--- src/rtl/spi_pkg.sv ---
// spi_pkg: shared state type and constants for the SPI slave port.
package spi_pkg;
  localparam int DEF_REG_WIDTH = 32;
  localparam int SYNC_DEPTH    = 2;
  typedef enum logic [1:0] {IDLE, SHIFT, HOLD} state_t;
endpackage

--- src/rtl/spi_slave_port_if.sv ---
// spi_slave_port_if: SPI pins plus the parallel word side of spi_slave_port.
//   slave  modport: sclk/cs_n/mosi/d_in in; miso/miso_oe/d_out/done/busy out
//   master modport: mirror image, used by whatever drives the port
//   err is present only with SPI_SLAVE_PORT_ERR_EN defined.
interface spi_slave_port_if #(parameter int REG_WIDTH = spi_pkg::DEF_REG_WIDTH);
  logic                 sclk, cs_n, mosi, miso, miso_oe;
  logic [REG_WIDTH-1:0] d_in, d_out;
  logic                 done, busy;
`ifdef SPI_SLAVE_PORT_ERR_EN
  logic                 err;
  modport slave  (input sclk, cs_n, mosi, d_in, output miso, miso_oe, d_out, done, busy, err);
  modport master (output sclk, cs_n, mosi, d_in, input miso, miso_oe, d_out, done, busy, err);
`else
  modport slave  (input sclk, cs_n, mosi, d_in, output miso, miso_oe, d_out, done, busy);
  modport master (output sclk, cs_n, mosi, d_in, input miso, miso_oe, d_out, done, busy);
`endif
endinterface

--- src/rtl/spi_sync_2ff.sv ---
// spi_sync_2ff: SYNC_DEPTH-flop synchronizer for one asynchronous input.
//   clk, rst (async active-low), d_i raw input, q_o synchronized output.
//   RST_VAL is the idle level the chain holds in reset.
module spi_sync_2ff
  import spi_pkg::*;
#(
  parameter logic RST_VAL = 1'b0
) (
  input  logic clk,
  input  logic rst,
  input  logic d_i,
  output logic q_o
);
  logic [SYNC_DEPTH-1:0] sync_q;
  always_ff @(posedge clk or negedge rst)
    if (!rst) sync_q <= {SYNC_DEPTH{RST_VAL}};
    else      sync_q <= {sync_q[SYNC_DEPTH-2:0], d_i};
  assign q_o = sync_q[SYNC_DEPTH-1];
endmodule

--- src/rtl/spi_slave_port.sv ---
// spi_slave_port: SPI mode-0 slave, MSB first, full duplex, REG_WIDTH-bit words.
//   clk  system clock, rst async active-low reset
//   bus  spi_slave_port_if.slave: sclk/cs_n/mosi from master, miso/miso_oe back,
//        d_in word to send (sampled at selection), d_out last received word,
//        done one-clk pulse on d_out update, busy while a word is in flight.
//   Optional macro SPI_SLAVE_PORT_ERR_EN adds err: one-clk pulse on an abort
//   (deselect mid-word) or on an sclk rising edge after the word completed.
module spi_slave_port
  import spi_pkg::*;
#(
  parameter int REG_WIDTH = DEF_REG_WIDTH
) (
  input logic clk,
  input logic rst,
  spi_slave_port_if.slave bus
);
  localparam int CW = $clog2(REG_WIDTH + 1);
  logic                 sclk_s, cs_s, mosi_s, sclk_q, cs_q;
  logic                 sclk_rise, sclk_fall, cs_fall, last_bit;
  state_t               state_q;
  logic [REG_WIDTH-1:0] tx_q, dout_q, rx_d;
  // The final bit goes straight into d_out, so only REG_WIDTH-1 bits are stored.
  logic [REG_WIDTH-2:0] rx_q;
  logic [CW-1:0]        cnt_q;
  logic                 miso_q, oe_q, busy_q, done_q;
`ifdef SPI_SLAVE_PORT_ERR_EN
  logic                 err_q;
`endif
  spi_sync_2ff #(.RST_VAL(1'b0)) u_sync_sclk (.clk(clk), .rst(rst), .d_i(bus.sclk), .q_o(sclk_s));
  spi_sync_2ff #(.RST_VAL(1'b1)) u_sync_cs   (.clk(clk), .rst(rst), .d_i(bus.cs_n), .q_o(cs_s));
  spi_sync_2ff #(.RST_VAL(1'b0)) u_sync_mosi (.clk(clk), .rst(rst), .d_i(bus.mosi), .q_o(mosi_s));
  always_ff @(posedge clk or negedge rst)
    if (!rst) begin
      sclk_q <= 1'b0;
      cs_q   <= 1'b1;
    end else begin
      sclk_q <= sclk_s;
      cs_q   <= cs_s;
    end
  assign sclk_rise = sclk_s & ~sclk_q;
  assign sclk_fall = ~sclk_s & sclk_q;
  assign cs_fall   = ~cs_s & cs_q;
  assign rx_d      = {rx_q, mosi_s};
  assign last_bit  = cnt_q == CW'(REG_WIDTH - 1);
  // IDLE only reacts to selection, so an sclk edge coinciding with cs_n falling is dropped.
  always_ff @(posedge clk or negedge rst)
    if (!rst) begin
      state_q <= IDLE;
      tx_q    <= '0;
      rx_q    <= '0;
      dout_q  <= '0;
      cnt_q   <= '0;
      miso_q  <= 1'b0;
      oe_q    <= 1'b0;
      busy_q  <= 1'b0;
      done_q  <= 1'b0;
`ifdef SPI_SLAVE_PORT_ERR_EN
      err_q   <= 1'b0;
`endif
    end else begin
      done_q <= 1'b0;
`ifdef SPI_SLAVE_PORT_ERR_EN
      err_q  <= 1'b0;
`endif
      case (state_q)
        IDLE:
          if (cs_fall) begin
            tx_q    <= bus.d_in;
            cnt_q   <= '0;
            miso_q  <= bus.d_in[REG_WIDTH-1];
            oe_q    <= 1'b1;
            busy_q  <= 1'b1;
            state_q <= SHIFT;
          end
        SHIFT:
          if (cs_s) begin
            miso_q  <= 1'b0;
            oe_q    <= 1'b0;
            busy_q  <= 1'b0;
            state_q <= IDLE;
`ifdef SPI_SLAVE_PORT_ERR_EN
            err_q   <= 1'b1;
`endif
          end else if (sclk_rise) begin
            rx_q  <= rx_d[REG_WIDTH-2:0];
            cnt_q <= cnt_q + 1'b1;
            if (last_bit) begin
              dout_q  <= rx_d;
              done_q  <= 1'b1;
              busy_q  <= 1'b0;
              miso_q  <= 1'b0;
              state_q <= HOLD;
            end
          end else if (sclk_fall) begin
            tx_q   <= tx_q << 1;
            miso_q <= tx_q[REG_WIDTH-2];
          end
        HOLD:
          if (cs_s) begin
            oe_q    <= 1'b0;
            state_q <= IDLE;
          end
`ifdef SPI_SLAVE_PORT_ERR_EN
          else if (sclk_rise) err_q <= 1'b1;
`endif
        default: state_q <= IDLE;
      endcase
    end
  assign bus.miso    = miso_q;
  assign bus.miso_oe = oe_q;
  assign bus.d_out   = dout_q;
  assign bus.done    = done_q;
  assign bus.busy    = busy_q;
`ifdef SPI_SLAVE_PORT_ERR_EN
  assign bus.err     = err_q;
`endif
endmodule

--- src/flat_wrapper.sv ---
// flat-port wrapper written by rule: the top's interface ports become plain ports
module spi_slave_port_flat import spi_pkg::*;
#(
  parameter int REG_WIDTH = DEF_REG_WIDTH
)
  (clk, rst, bus_sclk, bus_cs_n, bus_mosi, bus_d_in, bus_miso, bus_miso_oe, bus_d_out, bus_done, bus_busy);
  spi_slave_port_if #(.REG_WIDTH(REG_WIDTH)) bus_i ();
  input logic clk;
  input logic rst;
  input wire logic [$bits(bus_i.sclk)-1:0] bus_sclk;
  input wire logic [$bits(bus_i.cs_n)-1:0] bus_cs_n;
  input wire logic [$bits(bus_i.mosi)-1:0] bus_mosi;
  input wire logic [$bits(bus_i.d_in)-1:0] bus_d_in;
  output wire logic [$bits(bus_i.miso)-1:0] bus_miso;
  output wire logic [$bits(bus_i.miso_oe)-1:0] bus_miso_oe;
  output wire logic [$bits(bus_i.d_out)-1:0] bus_d_out;
  output wire logic [$bits(bus_i.done)-1:0] bus_done;
  output wire logic [$bits(bus_i.busy)-1:0] bus_busy;
  assign bus_i.sclk = bus_sclk;
  assign bus_i.cs_n = bus_cs_n;
  assign bus_i.mosi = bus_mosi;
  assign bus_i.d_in = bus_d_in;
  assign bus_miso = bus_i.miso;
  assign bus_miso_oe = bus_i.miso_oe;
  assign bus_d_out = bus_i.d_out;
  assign bus_done = bus_i.done;
  assign bus_busy = bus_i.busy;
  spi_slave_port #(.REG_WIDTH(REG_WIDTH)) u_core (.clk(clk), .rst(rst), .bus(bus_i));
endmodule
--- config.mk ---
export PLATFORM = sky130hd
export DESIGN_NAME = spi_slave_port_flat
export DESIGN_NICKNAME = d
export VERILOG_FILES = /design/src/rtl/spi_pkg.sv /design/src/rtl/spi_slave_port_if.sv /design/src/rtl/spi_sync_2ff.sv /design/src/rtl/spi_slave_port.sv /design/src/flat_wrapper.sv
export SDC_FILE = /design/constraint.sdc
export NUM_CORES = 1
export LEC_CHECK = 0
export ABC_AREA = 1
export CELL_PAD_IN_SITES_DETAIL_PLACEMENT = 0
export CELL_PAD_IN_SITES_GLOBAL_PLACEMENT = 2
export CORE_MARGIN = 2
export CORE_UTILIZATION = 34
export CTS_BUF_LIST = sky130_fd_sc_hd__clkbuf_16
export CTS_CLUSTER_SIZE = 16
export DETAILED_ROUTE_END_ITERATION = 16
export PLACE_DENSITY_LB_ADDON = 0.1
export SYNTH_ARGS = -nofsm -noshare
export SYNTH_HDL_FRONTEND = slang
export SYNTH_SLANG_ARGS = --single-unit
--- constraint.sdc ---
create_clock -name clk -period 3.05 [get_ports clk]
set_input_delay 0.305 -clock clk [delete_from_list [all_inputs] [get_ports clk]]
set_output_delay 0.305 -clock clk [all_outputs]
set_load 0.02 [all_outputs]
==> results.md <==
- Peak VDD IR: 0.356 mV
- Part of the cycle the worst path needs: 70.1%
- CP arrival: 2.49 ns
- Routability cong.: 0.799
- Kind of critical path: flip-flop to flip-flop
- CTS clk-pin slew, worst paths: 0.05 ns
- WL met2: 4870 um
- WL final: 11500 um
- Met3 wire length: 483 um
- Post-Syn Instances: 610
- Met1 WL: 5890 um
- TritonCTS buffer count: 17
- Min Tclk post-route: 2.14 ns
- Leading area contributor after synthesis: dfrtp_1
- Final Core Density: 44.4%
- Count of state elements after synthesis: 114
- Largest net degree at the start of global routing: 61
- Clock Path Buffers: 2
- Nets@finish: 725
- TritonCTS Sinks: 114
- Setup TNS: 0 ns
- Yosys Warn Count: 0
- Syn Nets: 653
- Post-CTS Hold Fix Bufs: 1
- Initial antenna violation count: 0
- Core area: 0.0145 mm2
- Buffers on Ports: 72
- Top Layer Used: met4
- Clock latency on the worst-skew pair: 0.41 ns
- Crit-path max FO: 33
- Status: completed
- First-pass GRT wire length: 19700 um
- Post-CTS setup buffer count: 0
- Share of layout cells above drive strength 1: 8.50%
- FMAX: 468 MHz
- Slew @ Worst Pin: 1.08 ns
- Initial Util: 34.5%
- Aggregate global routing overflow: 0
- Rel. slew slack: 27.8%
- Avg Cell Area, Syn: 8.20 um2
- Most used cell, CP: nand2_1
- Hold Crit Class: input port to flip-flop
- Power Density: 794 mW/mm2
- Vias in the first global route: 3897
- Pleak: 3.42 nW
- Drt via density: 4.55
- Resize count post-CTS: 0
- DR iter-0 viols: 259
- DP Wirelength: 7040 um
- Critical Path Sink Type: flip-flop
- Seq/Total Area, Yosys: 57.1%
- Synthesized area: 0.00500 mm2
- Die area: 0.0157 mm2
- Buf+Inv Stages, Crit Path: 2
- Row count: 44
- Area grow syn2layout: 28.6%
- Endpoints failing hold: 0
- Area contributors post-synth: dfrtp_1, nand2_1, nand3_1, buf_2, dfstp_2
- Remaining antenna violation count after routing: 0
- CP Cell Sequence: ha_1 > buf_4 > inv_1 > nand2_1 > o21ai_0 > nand3_1 > nand2_1
- Post-DR wirelength/cell: 13.1 um
- CP max-delay cell: inv_1
- Detailed Routing Iterations Pass 1: 5
- Largest stage delay, worst path: 0.81 ns
- Die Wd: 125 um
- Root buf cell: clkbuf_16
- Routed vias: 3993
- I/O pin count: 73
- Maxcap violations: 0
- Fin Clk Skew: 0.00822 ns
- Die Y: 125 um
- Gr usage total: 15.7%
- Netlist cell types: 24
- Number of inserted diodes: 0
- CTS tree: done
- Crit path launch type: flip-flop
- Residual DRC: 0
- Slew Viols, Final: 0
- Required @ worst endpoint: 3.40 ns
- CTS H-tree depth: 4
- Synth top area share: 55.5%
- RSZ-0062 raised after global routing: false
- Final setup vio count: 0
- Critical path's top delay family: buffers and inverters
power by group:
| group | internal, W | switching, W |
|---|---|---|
| clock network | 0.00126 | 0.000683 |
| logic | 0.000411 | 0.000828 |
| registers | 0.00178 | 0.000147 |
| total | 0.00345 | 0.00166 |
cell usage in the layout, fill, tap and decap left out:
| cell | n |
|---|---|
| nor2_4 | 2 |
| inv_4 | 1 |
| nor2_8 | 1 |
| nand2_2 | 12 |
| dfrtp_1 | 111 |
| clkdlybuf4s50_1 | 71 |
| clkinv_1 | 2 |
| bufinv_16 | 3 |
| nand2_1 | 367 |
| o21bai_1 | 1 |
| inv_1 | 18 |
| buf_4 | 8 |
| or2_2 | 1 |
| buf_12 | 1 |
| o21ai_0 | 8 |
| and2_1 | 1 |
| nand4_1 | 1 |
| nand3_1 | 42 |
| nor2_1 | 1 |
| clkinvlp_4 | 2 |
| clkinv_4 | 1 |
| dfstp_2 | 3 |
| dlygate4sd3_1 | 1 |
| clkinv_2 | 4 |
| nor2_2 | 1 |
| clkbuf_16 | 17 |
| a21oi_1 | 5 |
| ha_1 | 6 |
| inv_2 | 1 |
| nand3_4 | 1 |
metal layers:
layer	track usage, %	vias up
met2	22.7	86
met3	4.28	18
li1	-	2020
met1	22.3	1869
met5	0	-
met4	6.67	0
through the flow:
step	instances	setup WS [ns]	power [W]	hold slack (ns)	cell area, um2
after floorplan	610	1.61	0.00280	0.00941	5000
after global placement	846	0.916	0.00319	0.262	5850
after detailed placement	846	0.905	0.00320	0.268	5850
after CTS	878	0.887	0.00519	0.308	6430
after global routing	878	0.662	0.00546	0.329	6430
final	878	0.912	0.00511	0.335	6430
logic make-up (layout without fill, tap and decap cells):
kind of cell             Yosys count  in the layout  share of synthesized area (%)
flip-flops                       114            114                           57.1
AND/OR/NAND/NOR                  430            430                           35.0
adder cells (fa/ha/maj)            6              6                           1.50
AO/OA/AOI/OAI                     14             14                           1.45
buffers and inverters             46            130                           4.90
cell usage after synthesis:
| cell type | count |
|---|---|
| and2_1 | 1 |
| nand3_1 | 42 |
| dfstp_2 | 3 |
| nor2_1 | 1 |
| nand3_4 | 1 |
| nor2_8 | 1 |
| nand4_1 | 1 |
| nor2_2 | 1 |
| inv_4 | 1 |
| dfrtp_1 | 111 |
| o21bai_1 | 1 |
| nand2_1 | 367 |
| buf_6 | 5 |
| nor2_4 | 2 |
| or2_2 | 1 |
| a21oi_1 | 5 |
| o21ai_0 | 8 |
| inv_2 | 1 |
| inv_1 | 16 |
| ha_1 | 6 |
| buf_2 | 17 |
| buf_8 | 1 |
| clkbuf_1 | 5 |
| nand2_2 | 12 |
area by class of cell:
| cell class | count | area (um2) |
|---|---|---|
| Sequential cell | 114 | 2860 |
| Tap cell | 184 | 230 |
| Inverter | 18 | 70.1 |
| Clock buffer | 17 | 425 |
| Clock inverter | 14 | 149 |
| Fill cell | 1466 | 8050 |
| Multi-Input combinational cell | 450 | 1900 |
| Timing Repair Buffer | 81 | 801 |
sequential cells by signal, indices dropped and copies added (netlist names), 2 cells and up:
name / flops
u_core.rx_q: 31
u_core.cnt_q: 6
u_core.tx_q: 31
u_core.u_sync_sclk.sync_q: 2
u_core.bus.d_out: 32
u_core.u_sync_mosi.sync_q: 2
u_core.u_sync_cs.sync_q: 2
u_core.state_q: 2
worst paths after layout:
check,from,to,slack [ns],depth (start not counted)
worst max register to register,u_core.state_q[0],u_core.bus.miso,0.91,7
worst min-delay path,bus_mosi,u_core.u_sync_mosi.sync_q[0],0.34,1
min in group asynchronous,rst,u_core.state_q[1],0.37,2
worst max-delay path,u_core.state_q[0],u_core.bus.miso,0.91,7
max in group asynchronous,rst,u_core.u_sync_cs.sync_q[0],1.98,3
worst min register to register,u_core.u_sync_mosi.sync_q[0],u_core.u_sync_mosi.sync_q[1],0.35,0
No activity file was read; power rests on OpenSTA's default activity.
